===== src/rtl/ser4_tx_pkg.sv =====
// Shared constants and state encoding for the 4-bit serializer.
package ser4_tx_pkg;

  localparam int unsigned WORD_W = 4;
  localparam int unsigned CNT_W  = 2;
  localparam logic [CNT_W-1:0] CNT_LAST = CNT_W'(WORD_W - 1);

  typedef enum logic {
    IDLE  = 1'b0,
    SHIFT = 1'b1
  } state_t;

endpackage


===== src/rtl/ser4_tx_mux4_1.sv =====
// 4:1 single-bit multiplexer selecting one bit of a word.
module mux4_1
  import ser4_tx_pkg::*;
(
  input  logic [WORD_W-1:0] data_in,
  input  logic [CNT_W-1:0]  sel_in,
  output logic              data_out
);

  // Select the addressed bit
  always_comb begin
    data_out = data_in[sel_in];
  end

endmodule


===== src/rtl/ser4_tx.sv =====
// 4-bit parallel-to-serial transmitter with valid/ready on both sides.
module ser4_tx
  import ser4_tx_pkg::*;
#(
  parameter bit LSB_FIRST = 1'b1
) (
  input  logic              clock,
  input  logic              rst,
  input  logic              load_in,
  input  logic [WORD_W-1:0] data_in,
  output logic              ready_out,
  input  logic              ready_in,
  output logic              valid_out,
  output logic              serial_out,
  output logic [CNT_W-1:0]  sel_out,
  output logic              done_out
);

  state_t             r_state;
  logic [WORD_W-1:0]  r_word;
  logic [CNT_W-1:0]   r_cnt;

  state_t             w_state_nxt;
  logic [WORD_W-1:0]  w_word_nxt;
  logic [CNT_W-1:0]   w_cnt_nxt;
  logic               w_beat;
  logic               w_last;
  logic               w_mux_bit;

  // Handshake qualifiers: a consumed beat, and the consumed final beat
  assign w_beat = valid_out & ready_in;
  assign w_last = w_beat & (r_cnt == CNT_LAST);

  // Output decode from registered state; ready reopens on the consumed last beat
  assign valid_out  = (r_state == SHIFT);
  assign ready_out  = (r_state == IDLE) | ((r_state == SHIFT) & (r_cnt == CNT_LAST) & ready_in);
  assign sel_out    = LSB_FIRST ? r_cnt : ~r_cnt;
  assign done_out   = w_last;
  assign serial_out = (r_state == SHIFT) & w_mux_bit;

  // Bit selection from the held word
  mux4_1 u_mux (
    .data_in  (r_word),
    .sel_in   (sel_out),
    .data_out (w_mux_bit)
  );

  // Next-state, word capture and beat counting
  always_comb begin
    w_state_nxt = r_state;
    w_word_nxt  = r_word;
    w_cnt_nxt   = r_cnt;
    case (r_state)
      IDLE: begin
        if (load_in) begin
          w_state_nxt = SHIFT;
          w_word_nxt  = data_in;
          w_cnt_nxt   = '0;
        end
      end
      SHIFT: begin
        if (w_last) begin
          w_cnt_nxt = '0;
          if (load_in) begin
            w_word_nxt  = data_in;
            w_state_nxt = SHIFT;
          end else begin
            w_state_nxt = IDLE;
          end
        end else if (w_beat) begin
          w_cnt_nxt = r_cnt + CNT_W'(1);
        end
      end
      default: begin
        w_state_nxt = IDLE;
      end
    endcase
  end

  // State, word and counter registers with synchronous reset
  always_ff @(posedge clock) begin
    if (rst) begin
      r_state <= IDLE;
      r_word  <= '0;
      r_cnt   <= '0;
    end else begin
      r_state <= w_state_nxt;
      r_word  <= w_word_nxt;
      r_cnt   <= w_cnt_nxt;
    end
  end

endmodule

===== config.mk =====
export PLATFORM = sky130hd
export DESIGN_NAME = ser4_tx
export DESIGN_NICKNAME = d
export VERILOG_FILES = /design/src/rtl/ser4_tx_pkg.sv /design/src/rtl/ser4_tx_mux4_1.sv /design/src/rtl/ser4_tx.sv
export SDC_FILE = /design/constraint.sdc
export NUM_CORES = 1
export LEC_CHECK = 0
export BUFFER_PORTS_ARGS = -buffer_cell sky130_fd_sc_hd__buf_2
export CORE_AREA = 2 2 39 41
export CTS_CLUSTER_DIAMETER = 150
export CTS_CLUSTER_SIZE = 14
export DETAILED_ROUTE_END_ITERATION = 8
export DIE_AREA = 0 0 41 43
export HOLD_SLACK_MARGIN = 0.12
export PLACE_DENSITY = 0.51
export SLEW_MARGIN = 15
export SYNTH_ARGS = -nofsm -noshare
export SYNTH_HDL_FRONTEND = slang
export SYNTH_HIERARCHICAL = 1
export SYNTH_SLANG_ARGS = --single-unit
export TNS_END_PERCENT = 100

===== constraint.sdc =====
create_clock -name clock -period 1.2 [get_ports clock]
set_clock_uncertainty 0.05 [all_clocks]
set_input_delay 0.06 -clock clock [delete_from_list [all_inputs] [get_ports clock]]
set_output_delay 0.06 -clock clock [all_outputs]
set_load 0.03 [all_outputs]

Yosys cells after proc, flatten, opt, wreduce, memory -nomap -nowiden
Index checks and enable logic that the tools add are counted.
W data, S select, Z words.
{"block": "classes", "addsub": 1, "n_lt_le_gt_ge": 1, "n_eq_ne": 4, "n_mux": 12, "n_bitwise": 7, "reduce_logical": 1}
{"op": "$mux W4", "n": 2}
{"op": "$pmux W4 S2", "n": 1}
{"op": "$mux W2", "n": 3}
{"op": "$and A1 B1 Y1", "n": 5}
{"op": "$ne A2 B2 Y1 const B", "n": 2}
{"op": "$pmux W2 S2", "n": 1}
{"op": "$lt A2 B3 Y1 const B", "n": 1}
{"op": "$mux W1", "n": 3}
{"op": "$ne A3 B2 Y1 const B", "n": 1}
{"op": "$add A2 B1 Y2 const B", "n": 1}
{"op": "$bmux W1 S2", "n": 1}
{"op": "$eq A2 B2 Y1 const B", "n": 1}
{"op": "$pmux W1 S2", "n": 1}
{"op": "$reduce_and A2 Y1", "n": 1}
{"op": "$not A1 Y1", "n": 1}
{"op": "$or A1 B1 Y1", "n": 1}
{"block": "totals", "register_bits": 7, "inputBits": 8, "output_inout_bits": 6, "elab_cells": 29}

Logic depth before layout (Yosys ltp)
{"block": "logic_depth", "word_depth": 4, "ltp_mapped": 5, "ltp_nobuf": 4}

Modules after synthesis
The synthesis kept the hierarchy.
{"mod": "ser4_tx", "n_inst": 1, "cells_each": 35, "area_per_inst_um2": 350.3, "seq_area_each_um2": 140.1}
{"mod": "mux4_1", "n_inst": 1, "cells_each": 1, "area_per_inst_um2": 22.5, "seq_area_each_um2": 0.0}

Least setup slack after synthesis
No wires, ideal clock.
{"block": "synth_path", "path_type": "reg2out", "startpoint": "register r_cnt[0] (netlist: sel_out[0])", "endpoint": "output serial_out", "arrival_time_ps": 1352, "required_time_ps": 1090, "setup_slack_ps": -262, "path_stages_with_launch": 3, "n_path_buf": 0, "path_cell_list": "dfxtp_1 > mux4_2 > and2_2"}
{"block": "synth_via", "elab_chain_len": 3}
{"item": "start: declaration", "line": "ser4_tx.sv:21", "rtl": "logic [CNT_W-1:0] r_cnt;"}
{"item": "start signal: assignment", "line": "ser4_tx.sv:89", "rtl": "r_cnt <= w_cnt_nxt;"}
{"item": "$bmux W1 S2", "line": "ser4_tx_mux4_1.sv:12", "rtl": "data_out = data_in[sel_in];"}
{"item": "$mux W1 (not written as such)", "line": "ser4_tx_mux4_1.sv:12"}
{"item": "net w_mux_bit", "line": "ser4_tx.sv:28", "rtl": "logic w_mux_bit;"}
{"item": "$and A1 B1 Y1", "line": "ser4_tx.sv:39", "rtl": "assign serial_out = (r_state == SHIFT) & w_mux_bit;"}
{"item": "end: declaration", "line": "ser4_tx.sv:14", "rtl": "output logic serial_out,"}
The timed path passes the listed nets, and every way through them passes these cells. The select of a mux whose other input is x is not followed.

Worst setup path in the final report
Ends and elaborated chain as after synthesis.

==> reports/qor.csv <==
stage;metric;value;unit
run_status;status;finished, violations left;
run_status;failing checks;negative setup slack;
synth;Synth warnings;6;
synth;combinational family with the most area after synthesis;simple AND/OR/NAND/NOR gates;
timing;fin crit share;1.231;
timing;final hold vios;0;
worst_setup_path;FF-to-FF End;r_word[0];
finish;Final nets;77;
run;# Max-Cap Violations;0;
clock_network;CTS tree;built;
worst_setup_path;Worst setup EP type;output port;
timing;setup_tns;-1.258;ns
timing;max-slew violation count;0;
synth;post-synthesis mux area share;0.1946;
synth;ys async rst share;0;
synth;cell taking the most area after synthesis;dfxtp_1;
worst_setup_path;CP required;1.09;ns
clock_network;clk_lat worst skew;0.25;ns
global_routing;total grt overflow;0;
detailed_routing;final WL;870;um
timing;Fmax;677.2;MHz
finish;# fillers;140;
detailed_routing;drt initial violations;3;
detailed_routing;DR WL met2;439;um
synth;Synth area leaders;dfxtp_1, mux2i_1, nand2b_1;
clock_network;Clock transition at path regs;0.05;ns
timing;relative slew slack;0.8692;
power;PwrDens;925.7;nW/um2
synth;area share of the largest cell type after synthesis;0.3758;
hold_path;Hold EP;sel_out[1];
worst_setup_path;worst setup path class;register to output port;
synth;EDFF count, synth;0;
worst_setup_path;R2R Setup Slk;-0.12;ns
hold_path;hold depth;4;
clock_network;CTS buffer count;3;
global_routing;vias in the first global route;357;
synth;Post-Synth Simple-Gate Area;0.2483;
timing;Worst-Margin Slew;0.1907;ns
power;LEAKAGE;0.2963;nW
floorplanning;Rows;14;
worst_setup_path;crit path launch;sel_out[0];
detailed_routing;Met1 Wirelength;388;um
finish;ant diodes;0;
detailed_routing;DR top layer;met3;
synth;Syn Inst Count;36;
synth;Yosys reg bits;7;
finish;fraction of layout cells with a size suffix above 1;0.4925;
worst_setup_path;startpoint types;register;
finish;Multi-input gate area;227.7;um2
floorplanning;chip width;41;um
synth;Syn Area/Cell;10.36;um2
power;Peak VDD IR;0.7235;mV
worst_setup_path;worst r2r src;sel_out[0];
clock_network;clock sink count;7;
global_routing;largest net degree at the start of global routing;12;
global_routing;first-pass GRT wire length;1.428;mm
timing;Tmin final;1.477;ns
clock_network;H-tree depth;1;
detailed_routing;vias per inst;4.289;
worst_setup_path;R2R depth;7;
detailed_routing;wire length per cell;10.48;um
place;gpl congestion;0.6036;
worst_setup_path;worst-path maximum fanout;2;
synth;predominant post-synthesis flop cell;dfxtp_1;
global_routing;gr usage total;0.1208;
synth;Adder-Cell Fraction of Synth Area;0.03356;
timing;hold slack final;0.2492;ns
floorplanning;Die Area;1763;um2
worst_setup_path;Arrival @ worst endpoint;1.37;ns
floorplanning;IO Pins;14;
clock_network;CTS root buffer;clkbuf_4;
timing;setup violators final;7;
detailed_routing;vias;356;
synth;Netlist cell types;14;
synth;register area share after synthesis;0.3758;
place;Port-buffer cells;13;
finish;Area Growth Syn to Fin;74.50;%
timing;RSZ-0062 raised after global routing;true;
floorplanning;Die Height;43;um
detailed_routing;routed wl met3;42;um
synth;compound-cell area share of the yosys netlist;0.09732;
place;Post-DP HPWL;561.2;um
synth;post-synth net total;45;
detailed_routing;Antenna Violating Nets Remaining;0;
hold_path;Hold WC Path Type;input pin to register;
clock_network;clock buffer depth;2;
synth;post-synthesis xor/xnor area fraction;0;
detailed_routing;# DRC;0;
hold_path;Hold Path Origin;ready_in;
global_routing;antenna violations before repair;0;
floorplanning;total core area;1384;um2
synth;top post-synthesis cells by count;nand2b_1, dfxtp_1, mux2i_1, nor2_1, a32oi_1;
synth;most common cell in the netlist;nand2b_1;
floorplanning;Starting Density;0.2694;
synth;Post-Syn Area;372.9;um2
finish;register area;148.9;um2
timing;setup ws final;-0.2766;ns
detailed_routing;drt first pass iters;3;
area by class of cell:
cell class / count / area share
Clock buffer: 4 / 0.04038
Sequential cell: 7 / 0.2288
Timing Repair Buffer: 29 / 0.3442
Inverter: 1 / 0.005769
Tap cell: 16 / 0.03077
Multi-Input combinational cell: 26 / 0.3500
kinds of logic after synthesis:
kind of cell / Yosys count
compound gates: 3
fa+ha+maj: 1
buf+inv: 3
flops: 7
mux: 6
simple gates: 16
repair_timing:
action	in CTS	in global routing
buffers inserted	0	2
pin swaps	1	1
gates resized for setup	4	3
hold buffers	8	0
endpoints found under the hold margin	7	0
setup endpoints to repair	4	7
per-layer routing:
metal | GRT usage | vias to the layer above
met5 | 0 | -
met3 | 0.06283 | 0
li1 | - | 187
met4 | 0.02000 | 0
met2 | 0.1938 | 9
met1 | 0.1396 | 160
critical path, cell delays in order, from the launching register on:
cell	delay [ns]
dfxtp_4	0.35
mux4_2	0.49
and2_4	0.15
buf_6	0.13
sequential cells by signal, summed over array words and instances (netlist names):
signal / count
sel_out: 2
r_word: 4
valid_out: 1
cell usage in the layout, fill, tap and decap left out, drive strengths merged:
master and count:
clkbuf 4, nor2 5, and2 1, inv 1
mux4 1, buf 21, nand2b 8, dfxtp 7
and3 1, dlygate4sd3 8, a21boi 1, nor2b 1
a32oi 2, ha 1, mux2i 5
through the flow:
step / power (mW) / worst slack (ns) / util / cell area, um2 / cells
final: 0.6023 / -0.2766 / 0.4702 / 650.6 / 83
after detailed placement: 0.3631 / -0.05460 / 0.3617 / 500.5 / 69
after global placement: 0.3634 / -0.05113 / 0.3617 / 500.5 / 69
after floorplan: 0.3253 / -0.01090 / - / 385.4 / 36
after global routing: 0.6366 / -0.3142 / 0.4702 / 650.6 / 83
after CTS: 0.6020 / -0.2984 / 0.4467 / 618.1 / 81
worst max-delay path by stage:
stage                            end
after floorplan           serial_out
after CTS                 serial_out
after global routing        done_out
final                     serial_out
after global placement    serial_out
after detailed placement  serial_out
power by group:
part	total, mW	switching, mW	internal (mW)
combinational	0.141	0.0599	0.0809
sequential	0.251	0.00754	0.244
clock	0.210	0.0837	0.127
Power figures use the tool's default switching activity.
